### src/rtl/axis_aiu_bridge.sv
// AXI-Stream frame bridge: buffers one input frame for the AIU to read,
// waits for the AIU to finish, then streams the result words back out.
module axis_aiu_bridge #(
    parameter int DATA_W    = 32,
    parameter int IN_DEPTH  = 8,
    parameter int OUT_DEPTH = 4,
    parameter int IA_W      = $clog2(IN_DEPTH),
    parameter int OA_W      = (OUT_DEPTH > 1) ? $clog2(OUT_DEPTH) : 1,
    parameter int CNT_W     = $clog2(IN_DEPTH + 1)
) (
    input  logic              clk,
    input  logic              rst_n,
    input  logic              ex_start,
    output logic              ex_startAck,
    input  logic              auto_restart,
    input  logic [DATA_W-1:0] s_data,
    input  logic              s_valid,
    input  logic              s_last,
    output logic              s_ready,
    output logic [DATA_W-1:0] m_data,
    output logic              m_valid,
    output logic              m_last,
    input  logic              m_ready,
    output logic              waitSt,
    input  logic              waitFin,
    input  logic [IA_W-1:0]   inp_adr,
    output logic [DATA_W-1:0] inp_data,
    output logic [OA_W-1:0]   out_adr,
    input  logic [DATA_W-1:0] out_data,
    output logic [CNT_W-1:0]  in_count,
    output logic              frame_err
);

    typedef enum logic [2:0] {IDLE, ACK, RECV, DRAIN, COMPUTE, SEND} state_t;

    state_t            state, next_state;
    logic [DATA_W-1:0] mem [IN_DEPTH];
    logic [IA_W-1:0]   wr_ptr;
    logic [OA_W-1:0]   rd_ptr;
    logic              in_beat, out_beat, full_beat, last_word, enter_recv;

    assign in_beat    = s_valid && s_ready;
    assign out_beat   = m_valid && m_ready;
    assign full_beat  = (in_count == CNT_W'(IN_DEPTH - 1));
    assign last_word  = (rd_ptr == OA_W'(OUT_DEPTH - 1));
    assign enter_recv = (next_state == RECV) && (state != RECV);

    always_ff @(posedge clk or negedge rst_n) begin
        if (!rst_n) begin
            state <= IDLE;
        end else begin
            state <= next_state;
        end
    end

    always_comb begin
        next_state = state;
        case (state)
            IDLE:    if (ex_start) next_state = ACK;
            ACK:     if (!ex_start) next_state = RECV;
            RECV: begin
                if (in_beat) begin
                    if (s_last) begin
                        next_state = COMPUTE;
                    end else if (full_beat) begin
                        next_state = DRAIN;
                    end
                end
            end
            DRAIN:   if (in_beat && s_last) next_state = COMPUTE;
            COMPUTE: if (waitFin) next_state = SEND;
            SEND: begin
                if (out_beat && last_word) begin
                    next_state = auto_restart ? RECV : IDLE;
                end
            end
            default: next_state = IDLE;
        endcase
    end

    always_comb begin
        ex_startAck = 1'b0;
        s_ready     = 1'b0;
        waitSt      = 1'b0;
        m_valid     = 1'b0;
        m_last      = 1'b0;
        m_data      = '0;
        out_adr     = '0;
        case (state)
            ACK:     ex_startAck = 1'b1;
            RECV:    s_ready = 1'b1;
            DRAIN:   s_ready = 1'b1;
            COMPUTE: waitSt = 1'b1;
            SEND: begin
                m_valid = 1'b1;
                m_last  = last_word;
                m_data  = out_data;
                out_adr = rd_ptr;
            end
            default: ;
        endcase
    end

    // Words beyond the stored count read as zero, padding short frames.
    always_comb begin
        inp_data = '0;
        if (CNT_W'(inp_adr) < in_count) begin
            inp_data = mem[inp_adr];
        end
    end

    always_ff @(posedge clk) begin
        if (state == RECV && in_beat) begin
            mem[wr_ptr] <= s_data;
        end
    end

    always_ff @(posedge clk or negedge rst_n) begin
        if (!rst_n) begin
            wr_ptr    <= '0;
            in_count  <= '0;
            frame_err <= 1'b0;
        end else if (enter_recv) begin
            wr_ptr    <= '0;
            in_count  <= '0;
            frame_err <= 1'b0;
        end else if (state == RECV && in_beat) begin
            wr_ptr   <= wr_ptr + 1'b1;
            in_count <= in_count + 1'b1;
            // Error when the frame ends early or overruns the buffer.
            if (s_last != full_beat) begin
                frame_err <= 1'b1;
            end
        end
    end

    always_ff @(posedge clk or negedge rst_n) begin
        if (!rst_n) begin
            rd_ptr <= '0;
        end else if (state == COMPUTE && waitFin) begin
            rd_ptr <= '0;
        end else if (out_beat) begin
            rd_ptr <= last_word ? '0 : rd_ptr + 1'b1;
        end
    end

endmodule

### config.mk
export PLATFORM = sky130hd
export DESIGN_NAME = axis_aiu_bridge
export DESIGN_NICKNAME = d
export VERILOG_FILES = /design/src/rtl/axis_aiu_bridge.sv
export SDC_FILE = /design/constraint.sdc
export NUM_CORES = 1
export LEC_CHECK = 0
export CORE_MARGIN = 2
export CORE_UTILIZATION = 35
export CTS_CLUSTER_DIAMETER = 100
export DETAILED_ROUTE_END_ITERATION = 6
export GPL_TIMING_DRIVEN = 0
export PLACE_DENSITY_LB_ADDON = 0.3
export SETUP_SLACK_MARGIN = 0.05
export SYNTH_ARGS = -nofsm -noshare
export SYNTH_HDL_FRONTEND = slang
export SYNTH_SLANG_ARGS = --single-unit
### constraint.sdc
create_clock -name clk -period 5.8 [get_ports clk]
set_input_delay 1.45 -clock clk [delete_from_list [all_inputs] [get_ports clk]]
set_output_delay 1.45 -clock clk [all_outputs]
set_load 0.03 [all_outputs]
=== Word level (Yosys, flattened, before mapping) ===
Memory sizes are Yosys's and may differ from the RTL's.
Index checks and enable logic that the tools add are counted.

* Memories: 1
* Register bits after elaboration: 13
* Memory bits (writable): 256
* Input port bits: 75

{| class="wikitable"
|+ Memories
! name !! depth !! bits a word !! rd ports !! clocked after memory_dff !! wr ports !! line !! text
|-
| mem || 8 || 32 || 1 || 0 || 1 || 37 || <nowiki>logic [DATA_W-1:0] mem [IN_DEPTH];</nowiki>
|}

* Equal/unequal tests: 10
* Order comparisons: 1
* Add/subtract/negate cells: 3
* Reductions and logical operators: 13
* Mux-type cells: 30

{| class="wikitable"
|+ Operators by type and width
! kind !! count
|-
| $mux 32 || 2
|-
| $mux 3 || 10
|-
| $pmux 3 s6 || 1
|-
| $mux 1 || 10
|-
| $mux 2 || 5
|-
| $eq 3x2->1 const B || 3
|-
| $mux 4 || 2
|-
| $logic_and 1x1->1 || 7
|-
| $eq 3x3->1 const B || 2
|-
| $reduce_bool 2->1 || 3
|-
| $add 4x1->4 const B || 1
|-
| $eq 4x3->1 const B || 1
|-
| $lt 3x4->1 || 1
|-
| $add 3x1->3 const B || 1
|-
| $eq 3x1->1 const B || 1
|-
| $logic_not 3->1 || 1
|-
| $ne 3x2->1 const B || 1
|-
| $add 2x1->2 const B || 1
|-
| $eq 2x2->1 const B || 1
|-
| $reduce_and 2->1 || 1
|-
| $reduce_or 2->1 || 1
|-
| $ne 1x1->1 || 1
|}

=== Depth between registers and ports, before layout ===
* Word-level depth: 11
* Mapped depth: 6
* Depth with buffers taken out: 5

=== Worst setup path after synthesis ===
No wires, ideal clock.

* Path kind: in2reg
* From: in s_valid
* To: mem mem[0][0] (enable)
* Arrival: 4.641 ns
* Stages on the path: 2
* Slack: 0.658 ns
* Buffers on the path: 0
* Setup time: 0.501 ns
* Required time: 5.299 ns
* Path through: nand3b_2 -> nor4_1

* Cells in the longest elaborated chain, start to end: 4

{| class="wikitable"
|+ RTL lines
! element !! line !! text
|-
| start, declared || 17 || <nowiki>input logic s_valid,</nowiki>
|-
| $logic_and 1x1->1 || 42 || <nowiki>assign in_beat = s_valid && s_ready;</nowiki>
|-
| $logic_and 1x1->1 || 113 || <nowiki>if (state == RECV && in_beat) begin</nowiki>
|-
| $mux 1 || 113 ||
|-
| $mux 1 (not written as such) || 114 || <nowiki>mem[wr_ptr] <= s_data;</nowiki>
|-
| end, declared || 37 ||
|}

No other way between the ends.

=== Final worst setup path ===
* From: in inp_adr[2]
* To: out inp_data[0]

* Cells in the longest elaborated chain, start to end: 2

{| class="wikitable"
|+ RTL lines
! element !! line !! text
|-
| start, declared || 26 || <nowiki>input logic [IA_W-1:0] inp_adr,</nowiki>
|-
| $mem_v2 8x32 / $lt 3x4->1 (equally long branches) || n/a ||
|-
| $mux 32 (*) || 107 || <nowiki>if (CNT_W'(inp_adr) < in_count) begin</nowiki>
|-
| end, declared || 27 || <nowiki>output logic [DATA_W-1:0] inp_data,</nowiki>
|}

Every way passes the cells marked *; elsewhere a longest branch is shown, timed or not.

==> flow_summary.json <==
{
  "run_status": "complete, no violations",
  "grt_setup_unrepaired": "no",
  "mappedNetlistNets": 727,
  "global_route.usage.met3_pct": 3.45,
  "ctsHoldBuffers": 0,
  "crit_path_frequent_cell": "clkdlybuf4s50_1",
  "finalNetCount": 929,
  "area_growth_pct": 29.0,
  "layoutNonFillerInstCount": 1266,
  "cp_max_fo": 10,
  "clk_transition_reported_paths_ns": 0.06,
  "relSlewSlack_pct": 30.8,
  "postLayoutCellArea_mm2": 0.0141,
  "timing_worst_setup_path_type": "primary input to output port",
  "synth_warnings": 0,
  "yosysMostFrequentCell": "edfxtp_1",
  "htreeDepth": 1,
  "average_detailed_routed_wire_length_per_instance_um": 20.0,
  "fraction_of_the_cycle_the_final_worst_path_needs_pct": 95.5,
  "async_flop_share_pct": 4.83,
  "worstPathCellList": "clkdlybuf4s50_1 > nor2_1 > clkbuf_1 > a22oi_1 > and3_1 > clkdlybuf4s50_1",
  "n_antenna_cell": 0,
  "postPlaceCellArea_mm2": 0.0133,
  "fin_tns_setup_ns": 0,
  "drtIter0Drc": 557,
  "die-area_mm2": 0.0327,
  "cts.path.max_buffers": 3,
  "io_buffers": 150,
  "power_density_mw_per_mm2": 349,
  "final-setup-viol-count": 0,
  "routabilityCongestion": 0.723,
  "drv_slew": 0,
  "postSynthRegisterBits": 269,
  "synth.cells.most_frequent": "edfxtp_1, mux2i_1, a22oi_1, and2_1, and3_1",
  "clock_latency_ns": 0.52,
  "cts.sinks": 269,
  "vdd_drop_max_mv": 0.205,
  "fin_total_pwr_mw": 4.93,
  "cts_made_buffers": 28,
  "fp.dieW_um": 181,
  "cts_post_setup_buffers_inserted": 0,
  "p_leak_nw": 5.12,
  "place.detailed.instances": 1215,
  "grt_pass1_vias": 6576,
  "placement_rows": 64,
  "required_ns": 4.35,
  "grt_pass1_wl_um": 38300,
  "final.min_clock_period_ns": 5.54,
  "fraction_of_the_yosys_area_taken_by_sequential_cells_pct": 73.1,
  "globalRoute.totalOverflow": 0,
  "grt.busiest_layer": "met2",
  "hold_path.class": "register to register",
  "cap_violations": 0,
  "drt_first_pass_iters": 7,
  "slowest_delay_ns": 0.60,
  "die-height_um": 181,
  "tightest_slew_ns": 1.03,
  "cts_root_buf": "clkbuf_16",
  "final_hold_viol_count": 0,
  "antenna_found_initial": 0,
  "achievable_clock_frequency_mhz": 181,
  "slowest_stage": "clkdlybuf4s50_1",
  "postSynthAreaPerCell_um2": 16.9,
  "grt.total_usage_pct": 15.4,
  "routed_wl_um": 25300,
  "synth.top_cell.area_share_pct": 70.2,
  "starting_density_of_the_core_pct": 35.6,
  "synthDominantAreaCellType": "edfxtp_1",
  "layout-drive-gt1-share_pct": 12.0,
  "fin_ws_ns": 0.263,
  "timing.critical_path.to_type": "output port",
  "post_drt_via_cell_ratio": 4.96,
  "netlist-cell-type-count": 42,
  "hold_slack_ns": 0.552,
  "syn_inst_count": 647,
  "drc": 0,
  "worst_ep_arrival_time_ns": 4.09,
  "fillerInstances": 2721,
  "post_synth_main_area_contributors": "edfxtp_1, mux2i_1, a22oi_1",
  "yosys_most_used_dff": "edfxtp_1",
  "antenna_violating_nets_post_route": 0,
  "grt_max_degree": 24,
  "cts_resized": 0,
  "detailroute.via_count": 6275,
  "grt.met1_usage_pct": 19.3,
  "fin_util_pct": 46.0,
  "synthesis.area_mm2": 0.0110,
  "core_area_mm2": 0.0307,
  "timing.critical_path.from_type": "primary input",
  "placement.setup.worst_slack_ns": 0.244,
  "detailedPlacementHpwl_um": 17300,
  "clock_tree_from_tritoncts": "done",
  "timing.clock.skew_ns": 0.00747,
  "globalRouteMet2Util_pct": 27.5,
  "synth_enable_flop_cells": 256,
  "num_io_pins": 151
}
==> layout make-up <==
| cell class | count | area [µm²] | share of cell area, % |
|---|---|---|---|
| clock buffers | 36 | 752 | 5.32 |
| inverters | 5 | 18.8 | 0.133 |
| well taps | 396 | 495 | 3.50 |
| plain buffers | 40 | 267 | 1.89 |
| repair buffers | 172 | 1760 | 12.4 |
| clock inverters | 15 | 126 | 0.894 |
| flip-flops and latches | 269 | 8010 | 56.7 |
| multi-input cells | 333 | 2710 | 19.1 |
==> state kept, by name, summed over array words and instances, names as in the netlist <==
register,count
mem,256
in_count,4
state,3
wr_ptr,3
rd_ptr,2
frame_err,1
==> final timing paths <==
kind                                  startpoint                 endpoint  slack (ns)  depth (start not counted)
setup reg to reg              state[0]$_DFF_PN0_     mem[6][29]$_DFFE_PP_        3.13                          7
max in group asynchronous                  rst_n  in_count[0]$_DFFE_PN0P_        4.11                          1
setup / recovery                      inp_adr[2]              inp_data[0]        0.26                          6
hold reg to reg            frame_err$_DFFE_PN0P_    frame_err$_DFFE_PN0P_        0.55                          2
hold / removal             frame_err$_DFFE_PN0P_    frame_err$_DFFE_PN0P_        0.55                          2
min in group asynchronous                  rst_n    rd_ptr[0]$_DFFE_PN0P_        1.30                          1
==> cells by family (layout without fill, tap and decap cells) <==
kind of cell	after synthesis	count (layout)	share of synthesized area, %
and+or+nand+nor	116	116	6.27
AOI/OAI and AO/OA	78	78	5.26
muxes	128	128	11.7
xor gates and xnor gates	6	6	0.480
buffers and inverters	45	268	2.60
adders and majority gates	5	5	0.571
DFF	269	269	73.1
==> placed cells by master, fill, tap and decap left out, types with 4 or more instances in the layout <==
master and count:
and3_1 34, clkinv_1 5, buf_6 21, clkinv_2 6, inv_1 5, edfxtp_1 256, a22oi_1 64, xnor2_1 4
dfrtp_1 13, clkbuf_1 16, buf_4 14, nand2_1 10, nor2_1 11, and2_1 36, nor3_2 4, buf_2 9
clkdlybuf4s50_1 150, clkbuf_16 29, mux2i_1 128, ha_1 5
==> power breakdown <==
part / switching (mW) / leakage (nW) / internal, mW / total [mW]
clock network: 0.694 / 0.434 / 1.00 / 1.70
logic: 0.556 / 2.21 / 0.409 / 0.965
registers: 0.0523 / 2.47 / 2.21 / 2.27
total: 1.30 / 5.12 / 3.62 / 4.93
==> layer usage <==
| layer | part of all wire (%) | up-vias | wire [µm] |
|---|---|---|---|
| li1 | - | 2939 | - |
| met1 | 42 | 3091 | 10700 |
| met2 | 50 | 219 | 12600 |
| met3 | 6.8 | 26 | 1710 |
| met4 | 1.1 | 0 | 284 |
| met5 | 0 | - | 0 |
==> critical path: cells and delay by family <==
family / cells / cell delay (ns)
simple gates: 2 / 0.74
buf+inv: 3 / 1.74
compound gates: 1 / 0.16
(Power assumes the default switching activity.)
